==> src/rtl/axi_mem_window_pkg.sv <==
// Shared types and constants for the AXI4 memory-window stage.
// Holds the write/read FSM state encodings, the AXI response codes, and the
// window-end computation used by the range checker.
package axi_mem_window_pkg;

    typedef enum logic [2:0] {
        W_IDLE,
        W_FWD,
        W_RESP,
        W_SINK,
        W_ERR
    } wr_state_t;

    typedef enum logic [1:0] {
        R_IDLE,
        R_FWD,
        R_ERR
    } rd_state_t;

    localparam logic [1:0] AXI_RESP_OKAY   = 2'b00;
    localparam logic [1:0] AXI_RESP_DECERR = 2'b11;

    // One-past-the-end of the window, kept one bit wider than any address so
    // a window ending exactly at the top of the address space still fits.
    function automatic logic [64:0] win_end(input logic [63:0] base, input logic [63:0] size);
        return {1'b0, base} + {1'b0, size};
    endfunction

endpackage

==> src/rtl/axi_mem_window_chk.sv <==
// Combinational burst range check and address relocation.
// A burst hits when its first and last byte both fall inside the window;
// hits are relocated so that WIN_BASE maps onto DST_BASE.
module axi_mem_window_chk
    import axi_mem_window_pkg::*;
#(
    parameter int                ADDR_W   = 32,
    parameter logic [ADDR_W-1:0] WIN_BASE = 32'h8000_0000,
    parameter logic [ADDR_W-1:0] WIN_SIZE = 32'h1000_0000,
    parameter logic [ADDR_W-1:0] DST_BASE = 32'h1000_0000
) (
    input  logic [ADDR_W-1:0] addr,
    input  logic [7:0]        len,
    input  logic [2:0]        size,
    output logic              hit,
    output logic [ADDR_W-1:0] maddr
);

    localparam logic [ADDR_W:0] WIN_END = (ADDR_W+1)'(win_end(64'(WIN_BASE), 64'(WIN_SIZE)));

    logic [ADDR_W:0] nbytes;
    logic [ADDR_W:0] last;

    // Burst footprint, last byte address, window test and relocation.
    always_comb begin
        nbytes = ((ADDR_W+1)'(len) + (ADDR_W+1)'(1)) << size;
        last   = {1'b0, addr} + nbytes - (ADDR_W+1)'(1);
        hit    = (addr >= WIN_BASE) && (last < WIN_END) && !last[ADDR_W];
        maddr  = addr - WIN_BASE + DST_BASE;
    end

endmodule

==> src/rtl/axi_mem_window.sv <==
// AXI4 memory-window stage between the core master and the PS slave port.
// In-window bursts are relocated and forwarded; out-of-window bursts are
// absorbed locally and answered with DECERR. One transaction per direction.
// Optional feature: define AXI_MEM_WINDOW_ERRCNT_EN to add err_cnt/err_addr.
module axi_mem_window
    import axi_mem_window_pkg::*;
#(
    parameter int                ADDR_W   = 32,
    parameter int                DATA_W   = 64,
    parameter int                ID_W     = 1,
    parameter logic [ADDR_W-1:0] WIN_BASE = 32'h8000_0000,
    parameter logic [ADDR_W-1:0] WIN_SIZE = 32'h1000_0000,
    parameter logic [ADDR_W-1:0] DST_BASE = 32'h1000_0000
) (
    input  logic                  uncoreclk,
    input  logic                  uncore_rstn,
    // core side
    input  logic [ID_W-1:0]       s_axi_awid,
    input  logic [ADDR_W-1:0]     s_axi_awaddr,
    input  logic [7:0]            s_axi_awlen,
    input  logic [2:0]            s_axi_awsize,
    input  logic [1:0]            s_axi_awburst,
    input  logic                  s_axi_awvalid,
    output logic                  s_axi_awready,
    input  logic [DATA_W-1:0]     s_axi_wdata,
    input  logic [DATA_W/8-1:0]   s_axi_wstrb,
    input  logic                  s_axi_wlast,
    input  logic                  s_axi_wvalid,
    output logic                  s_axi_wready,
    output logic [ID_W-1:0]       s_axi_bid,
    output logic [1:0]            s_axi_bresp,
    output logic                  s_axi_bvalid,
    input  logic                  s_axi_bready,
    input  logic [ID_W-1:0]       s_axi_arid,
    input  logic [ADDR_W-1:0]     s_axi_araddr,
    input  logic [7:0]            s_axi_arlen,
    input  logic [2:0]            s_axi_arsize,
    input  logic [1:0]            s_axi_arburst,
    input  logic                  s_axi_arvalid,
    output logic                  s_axi_arready,
    output logic [ID_W-1:0]       s_axi_rid,
    output logic [DATA_W-1:0]     s_axi_rdata,
    output logic [1:0]            s_axi_rresp,
    output logic                  s_axi_rlast,
    output logic                  s_axi_rvalid,
    input  logic                  s_axi_rready,
    // PS side
    output logic [ID_W-1:0]       m_axi_awid,
    output logic [ADDR_W-1:0]     m_axi_awaddr,
    output logic [7:0]            m_axi_awlen,
    output logic [2:0]            m_axi_awsize,
    output logic [1:0]            m_axi_awburst,
    output logic                  m_axi_awvalid,
    input  logic                  m_axi_awready,
    output logic [DATA_W-1:0]     m_axi_wdata,
    output logic [DATA_W/8-1:0]   m_axi_wstrb,
    output logic                  m_axi_wlast,
    output logic                  m_axi_wvalid,
    input  logic                  m_axi_wready,
    input  logic [ID_W-1:0]       m_axi_bid,
    input  logic [1:0]            m_axi_bresp,
    input  logic                  m_axi_bvalid,
    output logic                  m_axi_bready,
    output logic [ID_W-1:0]       m_axi_arid,
    output logic [ADDR_W-1:0]     m_axi_araddr,
    output logic [7:0]            m_axi_arlen,
    output logic [2:0]            m_axi_arsize,
    output logic [1:0]            m_axi_arburst,
    output logic                  m_axi_arvalid,
    input  logic                  m_axi_arready,
    input  logic [ID_W-1:0]       m_axi_rid,
    input  logic [DATA_W-1:0]     m_axi_rdata,
    input  logic [1:0]            m_axi_rresp,
    input  logic                  m_axi_rlast,
    input  logic                  m_axi_rvalid,
    output logic                  m_axi_rready
`ifdef AXI_MEM_WINDOW_ERRCNT_EN
    ,
    output logic [15:0]           err_cnt,
    output logic [ADDR_W-1:0]     err_addr
`endif
);

    wr_state_t         wr_state, wr_next;
    rd_state_t         rd_state, rd_next;
    logic              aw_hit, ar_hit;
    logic [ADDR_W-1:0] aw_maddr, ar_maddr;
    logic              aw_fire, ar_fire;
    logic              b_done, r_done;
    logic [ID_W-1:0]   bid_q, rid_q;
    logic [7:0]        err_beats;

    axi_mem_window_chk #(
        .ADDR_W(ADDR_W), .WIN_BASE(WIN_BASE), .WIN_SIZE(WIN_SIZE), .DST_BASE(DST_BASE)
    ) u_aw_chk (
        .addr(s_axi_awaddr), .len(s_axi_awlen), .size(s_axi_awsize),
        .hit(aw_hit), .maddr(aw_maddr)
    );

    axi_mem_window_chk #(
        .ADDR_W(ADDR_W), .WIN_BASE(WIN_BASE), .WIN_SIZE(WIN_SIZE), .DST_BASE(DST_BASE)
    ) u_ar_chk (
        .addr(s_axi_araddr), .len(s_axi_arlen), .size(s_axi_arsize),
        .hit(ar_hit), .maddr(ar_maddr)
    );

    assign aw_fire = s_axi_awvalid && (wr_state == W_IDLE);
    assign ar_fire = s_axi_arvalid && (rd_state == R_IDLE);

    // W payload is wired straight through; only valid/ready are gated.
    assign m_axi_wdata = s_axi_wdata;
    assign m_axi_wstrb = s_axi_wstrb;
    assign m_axi_wlast = s_axi_wlast;

    // ---------------- write path ----------------

    // Write FSM state register.
    always_ff @(posedge uncoreclk or negedge uncore_rstn) begin
        if (!uncore_rstn) wr_state <= W_IDLE;
        else              wr_state <= wr_next;
    end

    // Write next-state and channel gating.
    always_comb begin
        wr_next       = wr_state;
        s_axi_awready = 1'b0;
        s_axi_wready  = 1'b0;
        m_axi_wvalid  = 1'b0;
        s_axi_bvalid  = 1'b0;
        s_axi_bid     = '0;
        s_axi_bresp   = AXI_RESP_OKAY;
        m_axi_bready  = 1'b0;
        case (wr_state)
            W_IDLE: begin
                s_axi_awready = 1'b1;
                if (s_axi_awvalid) wr_next = aw_hit ? W_FWD : W_SINK;
            end
            W_FWD: begin
                m_axi_wvalid = s_axi_wvalid;
                s_axi_wready = m_axi_wready;
                if (s_axi_wvalid && m_axi_wready && s_axi_wlast) wr_next = W_RESP;
            end
            W_RESP: begin
                // Once B has been handed over, hold off any further B until AW completes.
                s_axi_bvalid = m_axi_bvalid && !b_done;
                m_axi_bready = s_axi_bready && !b_done;
                s_axi_bid    = m_axi_bid;
                s_axi_bresp  = m_axi_bresp;
                if ((b_done || (m_axi_bvalid && s_axi_bready)) && (!m_axi_awvalid || m_axi_awready))
                    wr_next = W_IDLE;
            end
            W_SINK: begin
                s_axi_wready = 1'b1;
                if (s_axi_wvalid && s_axi_wlast) wr_next = W_ERR;
            end
            W_ERR: begin
                s_axi_bvalid = 1'b1;
                s_axi_bid    = bid_q;
                s_axi_bresp  = AXI_RESP_DECERR;
                if (s_axi_bready) wr_next = W_IDLE;
            end
            default: wr_next = W_IDLE;
        endcase
    end

    // AW valid and B-completed flag (control, reset).
    always_ff @(posedge uncoreclk or negedge uncore_rstn) begin
        if (!uncore_rstn) begin
            m_axi_awvalid <= 1'b0;
            b_done        <= 1'b0;
        end else begin
            if (aw_fire && aw_hit)  m_axi_awvalid <= 1'b1;
            else if (m_axi_awready) m_axi_awvalid <= 1'b0;
            b_done <= (wr_state == W_RESP) && (wr_next == W_RESP)
                      && (b_done || (m_axi_bvalid && m_axi_bready));
        end
    end

    // AW payload capture (data, not reset).
    always_ff @(posedge uncoreclk) begin
        if (aw_fire) begin
            m_axi_awid    <= s_axi_awid;
            m_axi_awaddr  <= aw_maddr;
            m_axi_awlen   <= s_axi_awlen;
            m_axi_awsize  <= s_axi_awsize;
            m_axi_awburst <= s_axi_awburst;
            bid_q         <= s_axi_awid;
        end
    end

    // ---------------- read path ----------------

    // Read FSM state register.
    always_ff @(posedge uncoreclk or negedge uncore_rstn) begin
        if (!uncore_rstn) rd_state <= R_IDLE;
        else              rd_state <= rd_next;
    end

    // Read next-state and channel gating.
    always_comb begin
        rd_next       = rd_state;
        s_axi_arready = 1'b0;
        s_axi_rvalid  = 1'b0;
        s_axi_rid     = '0;
        s_axi_rdata   = '0;
        s_axi_rresp   = AXI_RESP_OKAY;
        s_axi_rlast   = 1'b0;
        m_axi_rready  = 1'b0;
        case (rd_state)
            R_IDLE: begin
                s_axi_arready = 1'b1;
                if (s_axi_arvalid) rd_next = ar_hit ? R_FWD : R_ERR;
            end
            R_FWD: begin
                s_axi_rvalid = m_axi_rvalid && !r_done;
                m_axi_rready = s_axi_rready && !r_done;
                s_axi_rid    = m_axi_rid;
                s_axi_rdata  = m_axi_rdata;
                s_axi_rresp  = m_axi_rresp;
                s_axi_rlast  = m_axi_rlast;
                if ((r_done || (m_axi_rvalid && s_axi_rready && m_axi_rlast))
                    && (!m_axi_arvalid || m_axi_arready))
                    rd_next = R_IDLE;
            end
            R_ERR: begin
                s_axi_rvalid = 1'b1;
                s_axi_rid    = rid_q;
                s_axi_rresp  = AXI_RESP_DECERR;
                s_axi_rlast  = (err_beats == 8'd0);
                if (s_axi_rready && (err_beats == 8'd0)) rd_next = R_IDLE;
            end
            default: rd_next = R_IDLE;
        endcase
    end

    // AR valid, R-completed flag and DECERR beat counter (control, reset).
    always_ff @(posedge uncoreclk or negedge uncore_rstn) begin
        if (!uncore_rstn) begin
            m_axi_arvalid <= 1'b0;
            r_done        <= 1'b0;
            err_beats     <= 8'd0;
        end else begin
            if (ar_fire && ar_hit)  m_axi_arvalid <= 1'b1;
            else if (m_axi_arready) m_axi_arvalid <= 1'b0;
            r_done <= (rd_state == R_FWD) && (rd_next == R_FWD)
                      && (r_done || (m_axi_rvalid && m_axi_rready && m_axi_rlast));
            if (ar_fire && !ar_hit)
                err_beats <= s_axi_arlen;
            else if ((rd_state == R_ERR) && s_axi_rready && (err_beats != 8'd0))
                err_beats <= err_beats - 8'd1;
        end
    end

    // AR payload capture (data, not reset).
    always_ff @(posedge uncoreclk) begin
        if (ar_fire) begin
            m_axi_arid    <= s_axi_arid;
            m_axi_araddr  <= ar_maddr;
            m_axi_arlen   <= s_axi_arlen;
            m_axi_arsize  <= s_axi_arsize;
            m_axi_arburst <= s_axi_arburst;
            rid_q         <= s_axi_arid;
        end
    end

`ifdef AXI_MEM_WINDOW_ERRCNT_EN
    logic aw_rej, ar_rej;
    assign aw_rej = aw_fire && !aw_hit;
    assign ar_rej = ar_fire && !ar_hit;

    function automatic logic [15:0] sat_add(input logic [15:0] a, input logic [1:0] b);
        logic [16:0] s;
        s = {1'b0, a} + 17'(b);
        return s[16] ? 16'hFFFF : s[15:0];
    endfunction

    // Saturating reject counter; both channels may reject in one cycle.
    always_ff @(posedge uncoreclk or negedge uncore_rstn) begin
        if (!uncore_rstn)
            err_cnt <= 16'd0;
        else if (aw_rej || ar_rej)
            err_cnt <= sat_add(err_cnt, {1'b0, aw_rej} + {1'b0, ar_rej});
    end

    // Most recent rejected address; AR wins a same-cycle tie.
    always_ff @(posedge uncoreclk) begin
        if (ar_rej)      err_addr <= s_axi_araddr;
        else if (aw_rej) err_addr <= s_axi_awaddr;
    end
`endif

endmodule

==> config.mk <==
export PLATFORM = sky130hd
export DESIGN_NAME = axi_mem_window
export DESIGN_NICKNAME = d
export VERILOG_FILES = /design/src/rtl/axi_mem_window_pkg.sv /design/src/rtl/axi_mem_window_chk.sv /design/src/rtl/axi_mem_window.sv
export SDC_FILE = /design/constraint.sdc
export NUM_CORES = 1
export LEC_CHECK = 0
export ABC_AREA = 1
export CORE_AREA = 3 3 192 194
export CTS_CLUSTER_SIZE = 20
export DETAILED_ROUTE_END_ITERATION = 6
export DIE_AREA = 0 0 195 197
export GPL_ROUTABILITY_DRIVEN = 0
export GPL_TIMING_DRIVEN = 0
export PLACE_DENSITY = 0.64
export RECOVER_POWER = 50
export REMOVE_ABC_BUFFERS = 1
export SLEW_MARGIN = 25
export SYNTH_ARGS = -nofsm -noshare
export SYNTH_HDL_FRONTEND = slang
export SYNTH_SLANG_ARGS = --single-unit
==> constraint.sdc <==
create_clock -name uncoreclk -period 6.4 [get_ports uncoreclk]
set_clock_uncertainty 0.1 [all_clocks]
set_input_delay 1.28 -clock uncoreclk [delete_from_list [all_inputs] [get_ports uncoreclk]]
set_output_delay 1.28 -clock uncoreclk [all_outputs]
set_load 0.02 [all_outputs]
==> impl_metrics.toml <==
[die]
rows = 69
die_y_um = 197
initial_core_util_pct = 27.9
die_width_um = 195
core_sq_um = 35400
die_area_sq_um = 38400
ios = 494

[placement]
numPortBuffers = 349
dp_hpwl_um = 30500

[timing]
maxSlewViolCount = 103
grt_setup_unrepaired = "false"
worst_pin_slew_ns = 2.89
finalSetupTns_ns = 0
maxSlewHeadroom_pct = -92.4
hold_violations = 0
fin_crit_ns = 5.50
period_share_pct = 85.9
max_freq_ghz = 0.182
setup_viol = 0

[yosys]
post-synth-top-count-cell = "nand2_1"
ys.flop_type = "edfxtp_1"
synth.yosys.seq_area_share_pct = 32.3
ys_types = 52
synth_area_sq_um = 9880
yosysTopAreaCellShare_pct = 28.0
synth_edf_count = 92
syn-instance-count = 1346
ys_top_cells_by_area = "edfxtp_1, ha_1, nand2_1"
synth.avg_cell_area_sq_um = 7.34
yosys.area.top_type = "edfxtp_1"
yosys_warnings = 0
netlist_top_cells_count = "nand2_1, inv_1, ha_1, edfxtp_1, nor2_1"
async_reset_ff_share_pct = 15.6
ys_seq_elements = 109

[cts]
cts_hold_buf = 0
clk_pin_slew_worst_paths_ns = 0.09
clockBufferDepth = 2
clk_latency_ns = 0.38
cts_root_buf = "clkbuf_16"
cts_resized = 0
cts_setup_buffers = 0
htree_levels = 3
numCtsBuffers = 9
cts_tree = "yes"
clock_sinks = 109

[cells_and_area]
final_util_pct = 38.5
drive_gt1_share_pct = 2.28
fill_cells = 3623
area_growth_syn_to_layout_pct = 37.9
regArea_sq_um = 3190
multiInputGateArea_sq_um = 4930
nets = 1981

[setup_path]
critPathKind = "in2reg"
crit_top_cell = "nand2_1"
end_kind = "flop"
cp_slowest_cell = "dlygate4sd3_1"
cpPeakStageDelay_ns = 0.63
critPathRequiredTime_ns = 6.57
worstPathMaxFanout = 17
start_kind = "input port"
critical_path_buf_inv_count = 5
crit_family = "simple AND/OR/NAND/NOR gates"
worstPathArrival_ns = 5.67

[power]
p_leak_nw = 6.57
total_power_mw = 3.47
power.density_nw_per_um2 = 254
vdd_ir_drop_max_mv = 0.153

[route]
wl_per_cell_um = 17.3
routed_wl_um = 36000
drt-pass1-iter-count = 6
drc = 0
vias_per_cell = 4.51
vias = 9398
ant_nets = 0
drt_iter0_markers = 458

[global_routing]
antenna_found_initial = 2
gr-usage-all-layers_pct = 18.1
grt_max_degree = 72
grt-ovfl-total = 0
grt_pass1_vias = 9171
grt_pass1_wl_um = 53400

[status]
failed_checks = "capacitance limit, slew limit"
status = "complete, but fails checks"

[flow_run]
drv_cap = 2

[min_path]
hp-class = "reg2reg"
sequential cells by signal, indices dropped and copies added, names as in the netlist:
name / count
m_axi_arvalid: 1
b_done: 1
m_axi_arlen: 8
m_axi_araddr: 32
m_axi_awaddr: 32
rid_q: 1
bid_q: 1
m_axi_awvalid: 1
r_done: 1
m_axi_awburst: 2
m_axi_arburst: 2
m_axi_awsize: 3
m_axi_awlen: 8
wr_state: 3
rd_state: 2
err_beats: 8
m_axi_arsize: 3
metal layers:
metal / GRT usage (%) / wire length (um)
met1: 22.0 / 15100
met2: 26.5 / 15400
met3: 11.2 / 4600
met4: 4.12 / 548
met5: 8.64 / 399
worst register-to-register path: stages (launching register included):
cell and delay [ns]:
dfrtp_1 0.43, inv_1 0.13, ha_1 0.22, nand2_1 0.09, clkinvlp_2 0.21, clkbuf_1 2.06
nand3_1 0.44, nand2_1 0.16, nand2_1 0.10, nor2_2 0.11
final timing paths:
check                                from            to  slack [ns]  depth (start not counted)
min                          err_beats[1]  err_beats[1]        0.45                          2
max                        s_axi_arlen[2]  err_beats[6]        0.90                         30
min in group asynchronous     uncore_rstn   rd_state[1]        1.36                          1
max reg2reg                   rd_state[1]        r_done        2.31                          9
max in group asynchronous     uncore_rstn   wr_state[1]        4.30                          1
min reg2reg                  err_beats[1]  err_beats[1]        0.45                          2
logic make-up (layout without fill, tap and decap cells):
family / count (synthesis) / after routing / share of synthesized area (%)
AND/OR/NAND/NOR: 526 / 526 / 22.6
buffers and inverters: 394 / 669 / 17.9
AO/OA/AOI/OAI: 173 / 173 / 9.88
adder cells (fa/ha/maj): 117 / 117 / 14.8
flip-flops: 109 / 109 / 32.3
XOR/XNOR: 20 / 20 / 1.77
multiplexers: 7 / 7 / 0.709
other: 0 / 1 / 0
report_power, final:
group / switching (mW) / internal, mW
clock network: 0.296 / 0.270
logic: 1.08 / 0.752
registers: 0.0723 / 0.993
layout by cell type (no fill, tap or decap), drive strengths merged, types with 6 or more instances in the layout:
cell and n:
nand4 13, nor2 79, dlygate4sd3 93, clkdlybuf4s50 256, edfxtp 92, nand2 324, o21a 6, dfrtp 17
mux2i 7, a31oi 6, a21oi 69, nor3 27, a21o 7, xor2 16, o21ai 62, ha 117
nor4 7, clkbuf 10, inv 303, nand3 63, o21bai 6
cell type report:
type	count	area share, %
antenna	1	0.0184
clock buffer	9	1.65
clock inverter	7	0.432
inverter	303	8.37
multi-input combinational	843	36.2
sequential	109	23.4
tap	461	4.23
timing repair buffer	350	25.7
metrics by stage:
stage                     area [sq um]  hold WS [ns]  std cells  setup slack (ns)
after floorplan                   9250         0.398       1255              1.83
after global placement           13300         0.419       2065             0.654
after detailed placement         13400         0.431       2066             0.674
after CTS                        13600         0.452       2082              1.05
after global routing             13600         0.505       2082             0.366
final                            13600         0.447       2083             0.900
Power figures use the tool's default switching activity.
